### src/rtl/axis_frame_streamer_if.sv
// AXI4-Stream bundle shared between the frame streamer and its consumers.
// Zero-width TID/TDEST collapse to a single bit that the master ties to zero.
interface axi4s_if #(
   parameter int DATA_WIDTH = 16,
   parameter int USER_WIDTH = 1,
   parameter int ID_WIDTH   = 0,
   parameter int DEST_WIDTH = 0
);
   localparam int IdW   = (ID_WIDTH   > 0) ? ID_WIDTH   : 1;
   localparam int DestW = (DEST_WIDTH > 0) ? DEST_WIDTH : 1;

   logic                  tvalid;
   logic                  tready;
   logic [DATA_WIDTH-1:0] tdata;
   logic                  tlast;
   logic [USER_WIDTH-1:0] tuser;
   logic [IdW-1:0]        tid;
   logic [DestW-1:0]      tdest;

   modport master (output tvalid, tdata, tlast, tuser, tid, tdest, input tready);
   modport slave  (input tvalid, tdata, tlast, tuser, tid, tdest, output tready);
endinterface

### src/rtl/axis_frame_streamer.sv
// Raster-scan source for the pattern generators: walks (x, y) over each frame,
// flags start-of-frame on TUSER and end-of-line on TLAST, and counts frames.
module axis_frame_streamer #(
   parameter int H_RES       = 1024,
   parameter int V_RES       = 768,
   parameter int DATA_WIDTH  = 16,
   parameter int USER_WIDTH  = 1,
   parameter int ID_WIDTH    = 0,
   parameter int DEST_WIDTH  = 0,
   parameter int FRAME_GAP   = 0,
   parameter int COORD_WIDTH = 12
) (
   input  logic                   clk_i,
   input  logic                   rst_ni,
   input  logic                   en_i,
   output logic [COORD_WIDTH-1:0] x_o,
   output logic [COORD_WIDTH-1:0] y_o,
   output logic                   frame_done_o,
   output logic [15:0]            frame_cnt_o,
   output logic                   busy_o,
   axi4s_if.master                m_axis
);
   localparam int GapW = (FRAME_GAP > 0) ? $clog2(FRAME_GAP + 1) : 1;
   localparam logic [COORD_WIDTH-1:0] XLast   = COORD_WIDTH'(H_RES - 1);
   localparam logic [COORD_WIDTH-1:0] YLast   = COORD_WIDTH'(V_RES - 1);
   localparam logic [GapW-1:0]        GapLoad = GapW'((FRAME_GAP > 0) ? FRAME_GAP - 1 : 0);

   typedef enum logic [1:0] {IDLE, ACTIVE, GAP} state_t;

   state_t                 state_q, state_d;
   logic [COORD_WIDTH-1:0] x_q, x_d, y_q, y_d;
   logic [GapW-1:0]        gap_q, gap_d;
   logic [15:0]            cnt_q, cnt_d;
   logic                   done_q, done_d;
   logic                   tvalid_q, tvalid_d;
   logic                   tuser_q, tuser_d;
   logic                   tlast_q, tlast_d;
   logic                   accept;

   assign accept = tvalid_q & m_axis.tready;

   always_ff @(posedge clk_i or negedge rst_ni) begin
      if (!rst_ni) begin
         state_q  <= IDLE;
         x_q      <= '0;
         y_q      <= '0;
         gap_q    <= '0;
         cnt_q    <= '0;
         done_q   <= 1'b0;
         tvalid_q <= 1'b0;
         tuser_q  <= 1'b0;
         tlast_q  <= 1'b0;
      end else begin
         state_q  <= state_d;
         x_q      <= x_d;
         y_q      <= y_d;
         gap_q    <= gap_d;
         cnt_q    <= cnt_d;
         done_q   <= done_d;
         tvalid_q <= tvalid_d;
         tuser_q  <= tuser_d;
         tlast_q  <= tlast_d;
      end
   end

   // Stream flags are derived from the next coordinates so they leave the
   // flops already aligned with the beat they describe.
   always_comb begin
      state_d = state_q;
      x_d     = x_q;
      y_d     = y_q;
      gap_d   = gap_q;
      cnt_d   = cnt_q;
      done_d  = 1'b0;
      unique case (state_q)
         IDLE: begin
            if (en_i) begin
               state_d = ACTIVE;
               x_d     = '0;
               y_d     = '0;
            end
         end
         ACTIVE: begin
            if (accept) begin
               if (x_q == XLast) begin
                  x_d = '0;
                  if (y_q == YLast) begin
                     y_d    = '0;
                     done_d = 1'b1;
                     cnt_d  = cnt_q + 16'd1;
                     if (FRAME_GAP > 0) begin
                        state_d = GAP;
                        gap_d   = GapLoad;
                     end else begin
                        state_d = en_i ? ACTIVE : IDLE;
                     end
                  end else begin
                     y_d = y_q + 1'b1;
                  end
               end else begin
                  x_d = x_q + 1'b1;
               end
            end
         end
         GAP: begin
            if (gap_q == '0) begin
               state_d = en_i ? ACTIVE : IDLE;
            end else begin
               gap_d = gap_q - 1'b1;
            end
         end
         default: state_d = IDLE;
      endcase
      tvalid_d = (state_d == ACTIVE);
      tuser_d  = tvalid_d && (x_d == '0) && (y_d == '0);
      tlast_d  = tvalid_d && (x_d == XLast);
   end

   assign x_o          = x_q;
   assign y_o          = y_q;
   assign frame_done_o = done_q;
   assign frame_cnt_o  = cnt_q;
   assign busy_o       = (state_q != IDLE);

   assign m_axis.tvalid = tvalid_q;
   assign m_axis.tdata  = '0;
   assign m_axis.tlast  = tlast_q;
   assign m_axis.tuser  = USER_WIDTH'(tuser_q);
   assign m_axis.tid    = '0;
   assign m_axis.tdest  = '0;
endmodule

### src/flat_wrapper.sv
// flat-port wrapper written by rule: the top's interface ports become plain ports
module axis_frame_streamer_flat 
#(
   parameter int H_RES       = 1024,
   parameter int V_RES       = 768,
   parameter int DATA_WIDTH  = 16,
   parameter int USER_WIDTH  = 1,
   parameter int ID_WIDTH    = 0,
   parameter int DEST_WIDTH  = 0,
   parameter int FRAME_GAP   = 0,
   parameter int COORD_WIDTH = 12
)
  (clk_i, rst_ni, en_i, x_o, y_o, frame_done_o, frame_cnt_o, busy_o, m_axis_tvalid, m_axis_tdata, m_axis_tlast, m_axis_tuser, m_axis_tid, m_axis_tdest, m_axis_tready);
  axi4s_if #(.DATA_WIDTH(DATA_WIDTH), .USER_WIDTH(USER_WIDTH), .ID_WIDTH(ID_WIDTH), .DEST_WIDTH(DEST_WIDTH)) m_axis_i ();
  input  logic clk_i;
  input  logic rst_ni;
  input  logic en_i;
  output logic [COORD_WIDTH-1:0] x_o;
  output logic [COORD_WIDTH-1:0] y_o;
  output logic frame_done_o;
  output logic [15:0] frame_cnt_o;
  output logic busy_o;
  output wire logic [$bits(m_axis_i.tvalid)-1:0] m_axis_tvalid;
  output wire logic [$bits(m_axis_i.tdata)-1:0] m_axis_tdata;
  output wire logic [$bits(m_axis_i.tlast)-1:0] m_axis_tlast;
  output wire logic [$bits(m_axis_i.tuser)-1:0] m_axis_tuser;
  output wire logic [$bits(m_axis_i.tid)-1:0] m_axis_tid;
  output wire logic [$bits(m_axis_i.tdest)-1:0] m_axis_tdest;
  input wire logic [$bits(m_axis_i.tready)-1:0] m_axis_tready;
  assign m_axis_tvalid = m_axis_i.tvalid;
  assign m_axis_tdata = m_axis_i.tdata;
  assign m_axis_tlast = m_axis_i.tlast;
  assign m_axis_tuser = m_axis_i.tuser;
  assign m_axis_tid = m_axis_i.tid;
  assign m_axis_tdest = m_axis_i.tdest;
  assign m_axis_i.tready = m_axis_tready;
  axis_frame_streamer #(.H_RES(H_RES), .V_RES(V_RES), .DATA_WIDTH(DATA_WIDTH), .USER_WIDTH(USER_WIDTH), .ID_WIDTH(ID_WIDTH), .DEST_WIDTH(DEST_WIDTH), .FRAME_GAP(FRAME_GAP), .COORD_WIDTH(COORD_WIDTH)) u_core (.clk_i(clk_i), .rst_ni(rst_ni), .en_i(en_i), .x_o(x_o), .y_o(y_o), .frame_done_o(frame_done_o), .frame_cnt_o(frame_cnt_o), .busy_o(busy_o), .m_axis(m_axis_i));
endmodule
### config.mk
export PLATFORM = sky130hd
export DESIGN_NAME = axis_frame_streamer_flat
export DESIGN_NICKNAME = d
export VERILOG_FILES = /design/src/rtl/axis_frame_streamer_if.sv /design/src/rtl/axis_frame_streamer.sv /design/src/flat_wrapper.sv
export SDC_FILE = /design/constraint.sdc
export NUM_CORES = 1
export LEC_CHECK = 0
export BUFFER_PORTS_ARGS = -buffer_cell sky130_fd_sc_hd__buf_2
export CAP_MARGIN = 10
export CORE_ASPECT_RATIO = 1.5
export CORE_MARGIN = 1.5
export CORE_UTILIZATION = 57
export CTS_CLUSTER_SIZE = 12
export DETAILED_ROUTE_END_ITERATION = 7
export PLACE_DENSITY = 0.85
export SYNTH_ARGS = -nofsm -noshare
export SYNTH_HDL_FRONTEND = slang
export SYNTH_SLANG_ARGS = --single-unit
### constraint.sdc
create_clock -name clk_i -period 3.52 [get_ports clk_i]
set_input_delay 0.88 -clock clk_i [delete_from_list [all_inputs] [get_ports clk_i]]
set_output_delay 0.88 -clock clk_i [all_outputs]
set_load 0.005 [all_outputs]
Yosys cells after proc, flatten, opt, wreduce, memory -nomap -nowiden
Cells that the tools add are included.
{"block": "totals", "register_bits": 47, "inputBits": 4, "output_inout_bits": 63, "word_cells": 49}
{"block": "classes", "addsub": 4, "n_eq_ne": 6, "n_mux": 21, "bitwise_logic": 1, "reduce_logical": 8}
{"operator": "$mux W12", "n": 7}
{"operator": "$pmux W12 S2", "n": 2}
{"operator": "$eq A12 B10 Y1 const B", "n": 3}
{"operator": "$add A12 B1 Y12 const B", "n": 2}
{"operator": "$logic_not A12 Y1", "n": 2}
{"operator": "$add A16 B1 Y16 const B", "n": 1}
{"operator": "$mux W2", "n": 5}
{"operator": "$mux W1", "n": 6}
{"operator": "$pmux W2 S3", "n": 1}
{"operator": "$eq A2 B1 Y1 const B", "n": 2}
{"operator": "$reduce_and A4 Y1", "n": 1}
{"operator": "$logic_and A1 B1 Y1", "n": 3}
{"operator": "$eq A2 B2 Y1 const B", "n": 1}
{"operator": "$logic_not A2 Y1", "n": 1}
{"operator": "$reduce_bool A2 Y1", "n": 1}
{"operator": "$and A1 B1 Y1", "n": 1}
{"operator": "$sub A1 B1 Y1 const B", "n": 1}

Depth between registers and ports, before layout
{"block": "logic_depth", "depth_word": 8, "ltp_mapped": 10, "ltp_nobuf": 8}

Worst setup path before layout
OpenSTA, ideal clock, no wires.
{"block": "synth_timing", "path_kind": "input-to-reg", "startpoint": "input port m_axis_tready", "endpoint": "register u_core.tuser_q, in the netlist u_core.m_axis.tuser", "setup_time_ns": 0.096, "arrival_time_ns": 2.578, "required_ns": 3.424, "setup_slack_ns": 0.846, "path_stages": 8, "n_path_buf": 2, "cell_sequence": "and2_1 > buf_2 > and4_4 > buf_2 > a31oi_1 > o22a_1 > or4_4 > nor4_2"}
{"block": "synth_via", "word_cells_on_any_way": 12, "cone_classes": "eq/ne: 1; mux: 6; bitwise: 1; reduce/logical: 4"}
{"item": "start: declaration", "line": "flat_wrapper.sv:29", "source": "input wire logic [$bits(m_axis_i.tready)-1:0] m_axis_tready;"}
{"item": "$and A1 B1 Y1", "line": "axis_frame_streamer.sv:40", "source": "assign accept = tvalid_q & m_axis.tready;"}
{"item": "$mux W12", "line": "axis_frame_streamer.sv:84", "source": "if (accept) begin"}
{"item": "$pmux W12 S2", "line": "axis_frame_streamer.sv:75", "source": "unique case (state_q)"}
{"item": "net u_core.y_d[7]", "line": "axis_frame_streamer.sv:31", "source": "logic [COORD_WIDTH-1:0] x_q, x_d, y_q, y_d;"}
{"item": "$logic_not A12 Y1", "line": "axis_frame_streamer.sv:115", "source": "tuser_d = tvalid_d && (x_d == '0) && (y_d == '0);"}
{"item": "$logic_and A1 B1 Y1", "line": "axis_frame_streamer.sv:115"}
{"item": "net u_core.tuser_d", "line": "axis_frame_streamer.sv:36", "source": "logic tuser_q, tuser_d;"}
{"item": "end signal: assignment", "line": "axis_frame_streamer.sv:61", "source": "tuser_q <= tuser_d;"}
{"item": "end: declaration", "line": "axis_frame_streamer.sv:36"}
The timed path passes the listed nets, and every way through them passes these cells.
A chain may end at the register's enable or synchronous reset.

Final worst setup path
{"block": "layout_timing", "startpoint": "register u_core.y_q[0], in the netlist u_core.y_o[0]", "endpoint": "register u_core.tuser_q, in the netlist u_core.m_axis.tuser"}
{"block": "layout_via", "word_cells_on_any_way": 15, "cone_classes": "add/sub: 1; eq/ne: 2; mux: 9; reduce/logical: 3"}
{"item": "start: declaration", "line": "axis_frame_streamer.sv:31"}
{"item": "start signal: assignment", "line": "axis_frame_streamer.sv:56", "source": "y_q <= y_d;"}
{"item": "$add A12 B1 Y12 / $eq A12 B10 Y1 (equally long branches)", "line": "axis_frame_streamer.sv:98, axis_frame_streamer.sv:87"}
{"item": "$mux W12 *", "line": "axis_frame_streamer.sv:87", "source": "if (y_q == YLast) begin"}
{"item": "$mux W12 *", "line": "axis_frame_streamer.sv:85", "source": "if (x_q == XLast) begin"}
{"item": "$mux W12 *", "line": "axis_frame_streamer.sv:84"}
{"item": "$pmux W12 S2 *", "line": "axis_frame_streamer.sv:75"}
{"item": "net u_core.y_d[7]", "line": "axis_frame_streamer.sv:31"}
{"item": "$logic_not A12 Y1 *", "line": "axis_frame_streamer.sv:115"}
{"item": "$logic_and A1 B1 Y1 *", "line": "axis_frame_streamer.sv:115"}
{"item": "net u_core.tuser_d", "line": "axis_frame_streamer.sv:36"}
The timed path passes the listed nets; every way through them passes the cells marked *.

==> out/qor.yml <==
rsz0062_at_grt: "no"
synthFlopType: "dfrtp_1"
drc: 0
postCtsSetupRepairBufs: 0
start_kind: "flop"
synth_area_leaders: "dfrtp_1 (44%), buf_4 (5.7%), nand2_1 (3.7%), nand4_1 (3.3%), xnor2_1 (3.3%)"
status: "finished clean"
setup_tns_ns: 0
coreArea_um2: 4470
synth_top_cell_by_area: "dfrtp_1"
min_period_over_period_pct: 80.3
grt_use_total_pct: 25.7
drt_iter0_drc: 120
antenna_left: 0
dieHeight_um: 86.2
postCtsHoldBufs: 0
crit_type: "reg2reg"
hold_depth: 1
crit_chain: "ha_1 -> nand2_1 -> nor4_4 -> or3_1 -> nor2_1 -> o22a_1 -> or4_4 -> nor4_2"
slew_viol_final: 0
cp_slowest_stage_delay_ns: 0.53
start_util_pct: 58.8
ir_drop_mv: 0.281
cp.depth: 8
firstDrtPassIters: 4
dp_cells: 366
async_reset_ff_share_pct: 100
synthTopCellsByCount: "dfrtp_1 (46), nand2_1 (26), buf_4 (20), o21ai_0 (15), nand4_1 (14)"
ys_types: 61
synth_most_common_cell: "dfrtp_1"
hold_class: "reg2reg"
grt_antenna_before_repair: 0
synth_area_per_cell_um2: 9.45
relSlewSlack_pct: 34.1
syn2layout_area_growth_pct: 11.0
synth-edff-count: 0
grt_pass1_wl_mm: 9.94
clk_latency_ns: 0.30
dieArea_um2: 5030
cap_violations: 0
wl_per_cell_um: 16.2
overflow: 0
rows: 30
yosysWarningCount: 0
power_density_nw_per_um2: 338
dieWidth_um: 58.4
setup_viol: 0
post-place-ws_ns: 0.608
io_buffers: 48
path_delay_family: "simple AND/OR/NAND/NOR gates"
ioPinCount: 67
viasPerCell: 6.12
cts.clk_slew.worst_paths_ns: 0.09
cts_buffers: 5
layout.cells.non_filler: 374
drive_gt1_share_pct: 21.5
min_period_ns: 2.83
synth_cells: 278
hold_viol: 0
path_max_fanout: 8
cts_tree: "built"
reg2regPathDepth: 8
vias: 2289
fmax_mhz: 354
end_kind: "flop"
clockBufferDepth: 2
fin_skew_ns: 0.00773
synth_area_um2: 2630
clockRootBuffer: "clkbuf_8"
whs_ns: 0.482
seq_area_frac_synth_pct: 43.8
cts_resized: 0
worstPathRequired_ns: 3.74
dp_hpwl_mm: 4.53
grt_pass1_vias: 2164
cts.sinks: 46
crit_buf_inv: 0
worst_slack_ns: 0.694
p_leak_nw: 1.47
tightest_slew_ns: 0.989
synth_top_area_share_pct: 43.8
gp_congestion: 0.958
diodes: 0
nNetsFinal: 332
ys_ff_latch: 46
critPathArrivalTime_ns: 3.05
critPathSlowestCell: "or4_4"
htree_num_levels: 2
drt_wl_total_mm: 6.06
grt_max_degree: 47
power.total_uw: 986
-- flip-flops by register name (all words and copies together), names as in the netlist --
name,flops
u_core.m_axis.tlast,1
u_core.m_axis.tuser,1
u_core.frame_cnt_o,16
u_core.y_o,12
u_core.x_o,12
u_core.frame_done_o,1
u_core.m_axis.tvalid,1
u_core.state_q,2
-- per-layer routing --
metal  global-route usage, %  up-vias  part of all wire, %
met3                    4.22       21                  5.6
met1                    29.8     1094                   38
met2                    44.3      102                   52
met4                    13.5        0                  3.9
met5                       0        -                    0
li1                        -     1072                    -
-- metrics by stage --
stage                     utilization [%]  cell area, um^2
final                                65.3             2920
after detailed placement             63.2             2820
after global placement               63.2             2820
after floorplan                         -             2700
after CTS                            65.3             2920
after global routing                 65.3             2920
-- power breakdown --
part / internal (mW) / switching, mW
logic: 0.0318 / 0.0712
clock network: 0.143 / 0.190
registers: 0.539 / 0.0105
-- path summary, 6_finish.rpt --
check,start,endpoint,slack (ns)
setup / recovery,u_core.y_o[0]$_DFF_PN0_,u_core.m_axis.tuser$_DFF_PN0_,0.69
hold reg to reg,u_core.frame_cnt_o[15]$_DFFE_PN0P_,u_core.frame_cnt_o[15]$_DFFE_PN0P_,0.48
hold / removal,u_core.frame_cnt_o[15]$_DFFE_PN0P_,u_core.frame_cnt_o[15]$_DFFE_PN0P_,0.48
min in group asynchronous,rst_ni,u_core.frame_cnt_o[6]$_DFFE_PN0P_,0.73
setup reg to reg,u_core.y_o[0]$_DFF_PN0_,u_core.m_axis.tuser$_DFF_PN0_,0.69
max in group asynchronous,rst_ni,u_core.x_o[4]$_DFF_PN0_,2.18
-- placed cells by master, fill, tap and decap left out, drive strengths merged, types with 3 or more instances in the layout --
cell type,instances
and4,4
and3,6
nand2,26
a22oi,3
conb,19
or3,3
a21oi,7
o21ai,20
xnor2,10
xor2,6
inv,12
nor3,6
o31ai,4
nor4,6
ha,3
nand3,10
nand4,15
dfrtp,46
buf,50
or2,7
a31oi,7
and2,5
clkbuf,5
nor2,13
-- cells by family after synthesis --
family | after synthesis | share of synthesized area, %
adders and majority gates | 3 | 1.43
DFF | 46 | 43.8
muxes | 2 | 0.810
buffers and inverters | 39 | 8.67
xor gates and xnor gates | 16 | 5.33
and+or+nand+nor | 111 | 25.0
AOI/OAI and AO/OA | 60 | 14.9
other | 1 | 0.143
-- area by class of cell --
type                    instances  area, um^2
flip-flops and latches         46        1150
well taps                      48        60.1
inverters                      11        41.3
multi-input cells             211        1320
clock buffers                   5        68.8
clock inverters                 3        25.0
fillers                       383        1550
repair buffers                 50         255
No activity file was read; power rests on OpenSTA's default activity.
